==> config.mk <==
export PLATFORM = sky130hd
export DESIGN_NAME = video_src_arbiter
export DESIGN_NICKNAME = d
export VERILOG_FILES = /design/src/rtl/video_pkg.sv /design/src/rtl/axis_video_reg_slice.sv /design/src/rtl/video_src_arbiter.sv
export SDC_FILE = /design/constraint.sdc
export NUM_CORES = 1
export LEC_CHECK = 0
export ABC_AREA = 1
export CAP_MARGIN = 5
export CORE_ASPECT_RATIO = 0.8
export CORE_MARGIN = 2
export CORE_UTILIZATION = 50
export CTS_CLUSTER_SIZE = 40
export DETAILED_ROUTE_END_ITERATION = 8
export HOLD_SLACK_MARGIN = 0.1
export PLACE_DENSITY = 0.81
export SLEW_MARGIN = 20
export SYNTH_ARGS = -nofsm -noshare
export SYNTH_HDL_FRONTEND = slang
export SYNTH_HIERARCHICAL = 1
export SYNTH_SLANG_ARGS = --single-unit
export TNS_END_PERCENT = 100
==> constraint.sdc <==
create_clock -name clk -period 2.4 [get_ports clk]
set_input_delay 0.48 -clock clk [delete_from_list [all_inputs] [get_ports clk]]
set_output_delay 0.48 -clock clk [all_outputs]
set_load 0.005 [all_outputs]
==> src/rtl/video_pkg.sv <==
// Shared definitions for the RGB video path: pixel width, default raster
// geometry and the source-arbiter state encoding.
package video_pkg;

  localparam int DEF_DATA_W      = 24;
  localparam int DEF_LINE_PIX    = 1280;
  localparam int DEF_FRAME_LINES = 720;
  localparam int DEF_FRAME_CNT_W = 16;

  typedef enum logic {
    SEEK = 1'b0,
    PASS = 1'b1
  } arb_state_e;

  // Counter width able to hold 0..n-1, never narrower than one bit.
  function automatic int cnt_width(input int n);
    return (n > 1) ? $clog2(n) : 1;
  endfunction

endpackage

==> src/rtl/axis_video_reg_slice.sv <==
// Single-stage registered AXI4-Stream slice for video beats (tdata/tuser/tlast).
// The upstream side may push whenever the register is empty or being drained.
module axis_video_reg_slice #(
  parameter int DATA_W = 24
) (
  input  logic              clk,
  input  logic              rst,
  input  logic [DATA_W-1:0] s_tdata,
  input  logic              s_tuser,
  input  logic              s_tlast,
  input  logic              s_tvalid,
  output logic              s_tready,
  output logic [DATA_W-1:0] m_tdata,
  output logic              m_tuser,
  output logic              m_tlast,
  output logic              m_tvalid,
  input  logic              m_tready
);

  assign s_tready = !m_tvalid || m_tready;

  // Capture a new beat when the register is free; otherwise hold it stable.
  always_ff @(posedge clk or posedge rst) begin
    if (rst) begin
      m_tdata  <= '0;
      m_tuser  <= 1'b0;
      m_tlast  <= 1'b0;
      m_tvalid <= 1'b0;
    end else if (s_tready) begin
      m_tvalid <= s_tvalid;
      if (s_tvalid) begin
        m_tdata <= s_tdata;
        m_tuser <= s_tuser;
        m_tlast <= s_tlast;
      end
    end
  end

endmodule

==> src/rtl/video_src_arbiter.sv <==
// Two-source AXI4-Stream RGB video arbiter. Forwards one source through a
// register slice, switches only at frame end, drains the idle source and
// tracks raster position, completed frames and framing errors.
module video_src_arbiter
  import video_pkg::*;
#(
  parameter int DATA_W      = DEF_DATA_W,
  parameter int LINE_PIX    = DEF_LINE_PIX,
  parameter int FRAME_LINES = DEF_FRAME_LINES,
  parameter int FRAME_CNT_W = DEF_FRAME_CNT_W
) (
  input  logic                   clk,
  input  logic                   rst,
  input  logic                   sel_req,
  input  logic                   err_clr,
  input  logic [DATA_W-1:0]      s0_axis_video_tdata,
  input  logic                   s0_axis_video_tvalid,
  input  logic                   s0_axis_video_tuser,
  input  logic                   s0_axis_video_tlast,
  output logic                   s0_axis_video_tready,
  input  logic [DATA_W-1:0]      s1_axis_video_tdata,
  input  logic                   s1_axis_video_tvalid,
  input  logic                   s1_axis_video_tuser,
  input  logic                   s1_axis_video_tlast,
  output logic                   s1_axis_video_tready,
  input  logic                   m_axis_video_tready,
  output logic [DATA_W-1:0]      m_axis_video_tdata,
  output logic                   m_axis_video_tvalid,
  output logic                   m_axis_video_tuser,
  output logic                   m_axis_video_tlast,
  output logic                   active_src,
  output logic [FRAME_CNT_W-1:0] frame_cnt,
  output logic                   sof_err,
  output logic                   eol_err
);

  localparam int PIX_W  = cnt_width(LINE_PIX);
  localparam int LINE_W = cnt_width(FRAME_LINES);
  localparam logic [PIX_W-1:0]  PIX_LAST  = PIX_W'(LINE_PIX - 1);
  localparam logic [LINE_W-1:0] LINE_LAST = LINE_W'(FRAME_LINES - 1);

  arb_state_e        state, state_nxt;
  logic [PIX_W-1:0]  pix_cnt, pix_nxt, pix_base;
  logic [LINE_W-1:0] line_cnt, line_nxt, line_base;
  logic [DATA_W-1:0] act_tdata;
  logic              act_tvalid, act_tuser, act_tlast;
  logic              slice_ready, accept, load_en;
  logic              sof_hit, eol_hit, frame_end, switch_src;

  // Route the currently selected source onto the internal beat bus.
  always_comb begin
    act_tdata  = active_src ? s1_axis_video_tdata  : s0_axis_video_tdata;
    act_tvalid = active_src ? s1_axis_video_tvalid : s0_axis_video_tvalid;
    act_tuser  = active_src ? s1_axis_video_tuser  : s0_axis_video_tuser;
    act_tlast  = active_src ? s1_axis_video_tlast  : s0_axis_video_tlast;
  end

  assign accept     = act_tvalid && slice_ready;
  assign switch_src = frame_end && (sel_req != active_src);

  // Work out raster position and error flags for a loaded beat; a tuser beat
  // always restarts the raster at pixel 0 of line 0 before tlast is applied.
  always_comb begin
    sof_hit   = 1'b0;
    eol_hit   = 1'b0;
    frame_end = 1'b0;
    pix_base  = pix_cnt;
    line_base = line_cnt;
    pix_nxt   = pix_cnt;
    line_nxt  = line_cnt;
    if (load_en) begin
      if (act_tuser) begin
        sof_hit   = (state == PASS) && ((pix_cnt != '0) || (line_cnt != '0));
        pix_base  = '0;
        line_base = '0;
      end
      if (act_tlast) begin
        eol_hit = (pix_base != PIX_LAST);
        pix_nxt = '0;
        if (line_base == LINE_LAST) begin
          frame_end = 1'b1;
          line_nxt  = '0;
        end else begin
          line_nxt = line_base + LINE_W'(1);
        end
      end else begin
        line_nxt = line_base;
        if (pix_base == PIX_LAST) begin
          eol_hit = 1'b1;
          pix_nxt = pix_base;
        end else begin
          pix_nxt = pix_base + PIX_W'(1);
        end
      end
    end
  end

  // State register.
  always_ff @(posedge clk or posedge rst) begin
    if (rst) state <= SEEK;
    else     state <= state_nxt;
  end

  // Next state: lock on at a start of frame, fall back to seeking on a switch.
  always_comb begin
    state_nxt = state;
    case (state)
      SEEK:    if (load_en) state_nxt = PASS;
      PASS:    state_nxt = PASS;
      default: state_nxt = SEEK;
    endcase
    if (switch_src) state_nxt = SEEK;
  end

  // Outputs: what gets loaded into the slice and which source sees backpressure.
  always_comb begin
    load_en = 1'b0;
    case (state)
      SEEK:    load_en = accept && act_tuser;
      PASS:    load_en = accept;
      default: load_en = 1'b0;
    endcase
    s0_axis_video_tready = active_src ? 1'b1 : slice_ready;
    s1_axis_video_tready = active_src ? slice_ready : 1'b1;
  end

  // Raster counters, frame counter, source selection and sticky error flags.
  always_ff @(posedge clk or posedge rst) begin
    if (rst) begin
      pix_cnt    <= '0;
      line_cnt   <= '0;
      frame_cnt  <= '0;
      active_src <= 1'b0;
      sof_err    <= 1'b0;
      eol_err    <= 1'b0;
    end else begin
      pix_cnt  <= pix_nxt;
      line_cnt <= line_nxt;
      if (frame_end) frame_cnt <= frame_cnt + FRAME_CNT_W'(1);
      if (switch_src) active_src <= sel_req;
      sof_err <= sof_hit || (sof_err && !err_clr);
      eol_err <= eol_hit || (eol_err && !err_clr);
    end
  end

  axis_video_reg_slice #(
    .DATA_W (DATA_W)
  ) u_out_slice (
    .clk      (clk),
    .rst      (rst),
    .s_tdata  (act_tdata),
    .s_tuser  (act_tuser),
    .s_tlast  (act_tlast),
    .s_tvalid (load_en),
    .s_tready (slice_ready),
    .m_tdata  (m_axis_video_tdata),
    .m_tuser  (m_axis_video_tuser),
    .m_tlast  (m_axis_video_tlast),
    .m_tvalid (m_axis_video_tvalid),
    .m_tready (m_axis_video_tready)
  );

endmodule

[After elaboration in Yosys (flattened, before gate mapping)]
Cells that the tools add are included.
Storage, ports and cells
  register bits: 68
  input port bits: 59
  output and inout bits: 48
  logic and storage cells: 60
Operators by class
  $add $sub $neg: 3
  equality and inequality tests: 4
  mux-type cells: 26
  bitwise operators: 1
  reductions and logical operators: 15
Operator list (number)
  two-way mux 11 bit: 4
  two-way mux 10 bit: 4
  two-way mux 24 bit: 1
  adder 16 x 1 -> 16 bit (second input constant): 1
  two-way mux 1 bit: 15
  adder 11 x 1 -> 11 bit (second input constant): 1
  equality test 11 bit (second input constant): 1
  != test 11 bit (second input constant): 1
  nonzero test 11 bit: 1
  adder 10 x 1 -> 10 bit (second input constant): 1
  equality test 10 bit (second input constant): 1
  nonzero test 10 bit: 1
  logical AND 1 bit: 6
  logical OR 1 bit: 4
  case mux 1 bit (2 select lines): 2
  logical NOT 1 bit: 2
  AND reduction 2 bit: 1
  != test 1 bit: 1
  NOT 1 bit: 1

[Depth between registers and ports, before layout]
  word-level depth: 12
  gate-level depth with buffers: 15
  gate-level depth less buffers: 13

[Hierarchy]
The synthesis kept the hierarchy.
By module, submodules not included
  video_src_arbiter: instances 1, cells an instance 477, area an instance 3105.5 µm²
  axis_video_reg_slice: instances 1, cells an instance 118, area an instance 1132.3 µm²

[Worst setup path before layout]
Ideal clock, no wire load.
  path kind: in2reg
  from: in s1_axis_video_tuser
  to: reg frame_cnt[7]
  setup time: 123 ps
  arrival: 2111 ps
  required time: 2277 ps
  path slack: 166 ps
  stages on the path: 13
  path buffers: 3
  cells stage by stage: nand2_2 nand2_4 buf_6 buf_6 nor2_1 ha_1 nand3_1 nor3_1 nand3_1 nor2_2 buf_4 nand3_1 xor2_1
Between the ends
  longest elaborated chain between the ends: 7
  elaborated cells on any way between the ends: 9
  those cells by class: eq/ne (1); mux (7); reduce/logical (1)
RTL lines
  start: declaration: RTL line video_src_arbiter.sv:23  | input logic s1_axis_video_tuser,
  two-way mux 1 bit *: RTL line video_src_arbiter.sv:54  | act_tuser = active_src ? s1_axis_video_tuser : s0_axis_video_tuser;
  via act_tuser: RTL line video_src_arbiter.sv:46  | logic act_tvalid, act_tuser, act_tlast;
  two-way mux 10 bit: RTL line video_src_arbiter.sv:72  | if (act_tuser) begin
  two-way mux 10 bit: RTL line video_src_arbiter.sv:71  | if (load_en) begin
  equality test 10 bit: RTL line video_src_arbiter.sv:80  | if (line_base == LINE_LAST) begin
  two-way mux 1 bit: RTL line video_src_arbiter.sv:80
  two-way mux 1 bit: RTL line video_src_arbiter.sv:77  | if (act_tlast) begin
  two-way mux 1 bit *: RTL line video_src_arbiter.sv:71
  end signal: assignment: RTL line video_src_arbiter.sv:139  | if (frame_end) frame_cnt <= frame_cnt + FRAME_CNT_W'(1);
  end: declaration: RTL line video_src_arbiter.sv:32  | output logic [FRAME_CNT_W-1:0] frame_cnt,
Mark *: on every way through the listed nets, which the timed path passes. The rest lies on a longest branch. The select of a mux whose other input is x is not followed.
A chain may end at the register's enable or synchronous reset.

[Worst setup path after layout]
  from: reg active_src
  to: out s0_axis_video_tready
Between the ends
  longest elaborated chain between the ends: 1
RTL lines
  start: declaration: RTL line video_src_arbiter.sv:31  | output logic active_src,
  start signal: assignment: RTL line video_src_arbiter.sv:140  | if (switch_src) active_src <= sel_req;
  two-way mux 1 bit: RTL line video_src_arbiter.sv:123  | s0_axis_video_tready = active_src ? 1'b1 : slice_ready;
  end: declaration: RTL line video_src_arbiter.sv:20  | output logic s0_axis_video_tready,
Every way passes these cells.

==> out/results.txt <==
Status: finished, final reports clean
Die Footprint: 9230 sq um
Final setup viols: 0
Clock Latency Late Sink: 340 ps
Routed Wire Length: 11,600 microns
Placer congestion estimate: 0.929
Number of distinct library cells after synthesis: 36
Peak VDD IR: 376 uV
Tightest Pin Transition: 584 ps
Layout cells sized above 1: 0.114
DP Worst Slack: -165 ps
Worst-path clk slew: 70 ps
DR iter-0 viols: 171
#FFs+latches synth: 68
Maximum clock path buffer count: 2
# diodes: 0
Port buffer count: 106
Fin Clk Skew: 8.15 ps
Die height: 86.3 microns
Crit path max fanout: 29
CP Launch Type: flip-flop
Placed Instances: 821
Die W: 107 microns
R2R depth: 10
CTS Root Cell: clkbuf_8
CP arrival: 1720 ps
Pwr Density: 526 nW/um^2
Core Footprint: 8370 sq um
Fin cells: 838
Syn_nets: 657
Initial Util: 0.506
Worst setup margin: 195 ps
First-pass GRT wire length: 19,300 microns
Hold Crit Class: flip-flop to flip-flop
RSZ-0062 raised after global routing: no
Io pins: 107
Slew HR: 0.610
TritonCTS buffer count: 9
Vias: 4,324
Final min period: 2200 ps
H-Tree Depth: 3
DRC: 0
Avg Vias per Cell: 5.16
Max Transition Viols Final: 0
Site Rows: 30
Initial antenna violation count: 0
Top cells by instance count after synthesis: nand2_1, nand3_1, dfrtp_1
Cells on Worst Hold Path: 2
Nets: 783
Placed Area: 5530 sq um
Cell accounting for the most synthesized area: dfrtp_1
Top cells by area, synth: dfrtp_1, nand2_1, nand3_1
Vias in the first global route: 4,151
Crit Path Class: flip-flop to primary output
HPWL Detailed: 8560 microns
WP data required: 1920 ps
Drt first pass iters: 4
Total GRT Usage: 0.259
Sequential area share after synthesis: 0.402
Crit end category: primary output
CTS tree: built
Routed Antenna Nets: 0
Synth top area share: 0.402
Period utilisation layout: 0.919
Fmax: 454 MHz
Cell with the most instances after synthesis: nand2_1
Largest net degree at the start of global routing: 42
Wire length per cell: 13.9 microns
Mean Syn Cell Area: 7.12 sq um
Synth Flop Type: dfrtp_1
Clock sink count: 68
Max cap viols: 0
Post-Synthesis Cells: 595
Gr ovfl total: 0
Cell Area, Synth: 4240 sq um
Final hold viol count: 0
Lkg Pwr: 2.73 nW
Cell area after layout: 5770 sq um
EDFF count, synth: 0
Synth-to-layout area growth: 36.1%
Synthesis Warnings: 6
Synth async-reset ratio: 1.00
-- where the power goes --
part	total [mW]	internal, mW	switching [mW]
combinational	0.660	0.367	0.293
sequential	1.32	1.25	0.0633
clock	1.06	0.613	0.447
total	3.04	2.23	0.803
-- metal layers --
metal	track usage	routed length, microns	share of wire
met1	0.339	5170	0.44
met2	0.442	5670	0.49
met3	0.0489	690	0.059
met4	0.0756	97	0.0083
met5	0	0	0
-- state kept, by name, indices dropped and copies added (netlist names) --
register              count
active_src                1
eol_err                   1
frame_cnt                16
line_cnt                 10
pix_cnt                  11
sof_err                   1
state                     1
u_out_slice/m_tdata      24
u_out_slice/m_tlast       1
u_out_slice/m_tuser       1
u_out_slice/m_tvalid      1
-- worst paths after layout --
path / start / endpoint / slack (ps)
min in group asynchronous: rst / u_out_slice/m_tdata[0] / 520
worst min-delay path: u_out_slice/m_tuser / u_out_slice/m_tuser / 470
worst min register to register: u_out_slice/m_tuser / u_out_slice/m_tuser / 470
worst max register to register: active_src / frame_cnt[11] / 280
worst max-delay path: active_src / s0_axis_video_tready / 200
max in group asynchronous: rst / active_src / 1380
-- per-stage QoR --
stage	total power, mW	hold slack [ps]	util	TNS [ps]
after floorplan	1.61	449	-	0
after global placement	1.98	454	0.660	-71.9
after detailed placement	2.00	457	0.660	-1400
after CTS	3.06	475	0.687	0
after global routing	3.19	506	0.689	0
final	3.04	472	0.689	0
-- layout make-up --
class / instances / area, sq um
clock inverter: 6 / 87.6
fill: 710 / 2600
multi-input combinational: 438 / 2110
tap: 112 / 140
clock buffer: 10 / 138
timing repair buffer: 137 / 1340
sequential: 68 / 1700
inverter: 67 / 251
-- cell families (layout without fill, tap and decap cells) --
group | Yosys count | after routing | share of synthesized area
fa+ha+maj | 3 | 3 | 0.00886
buf+inv | 89 | 220 | 0.103
flops | 68 | 68 | 0.402
xor+xnor | 15 | 15 | 0.0310
simple gates | 387 | 387 | 0.413
compound gates | 33 | 33 | 0.0419
-- worst max-delay path: stages, from the launching register on --
cell and delay, ps:
dfrtp_2 460, inv_2 100, buf_4 290, nand2_1 90, clkdlybuf4s50_1 450
-- timing repair --
item	in CTS	in global routing
setup endpoints to repair	0	2
setup buffers	0	1
hold buffers	0	0
gates resized for setup	0	4
-- cells in the final DEF, fill, tap and decap left out, types with 8 or more instances in the layout --
| cell | count |
|---|---|
| xor2_1 | 9 |
| nor2_1 | 35 |
| nand2_1 | 225 |
| buf_4 | 27 |
| clkdlybuf4s50_1 | 106 |
| nand3_1 | 70 |
| nor3_1 | 9 |
| dfrtp_1 | 67 |
| nor2_2 | 8 |
| clkbuf_8 | 10 |
| o21ai_0 | 10 |
| o21ai_1 | 13 |
| inv_1 | 61 |
| nand4_1 | 14 |
No activity file was read; power rests on OpenSTA's default activity.
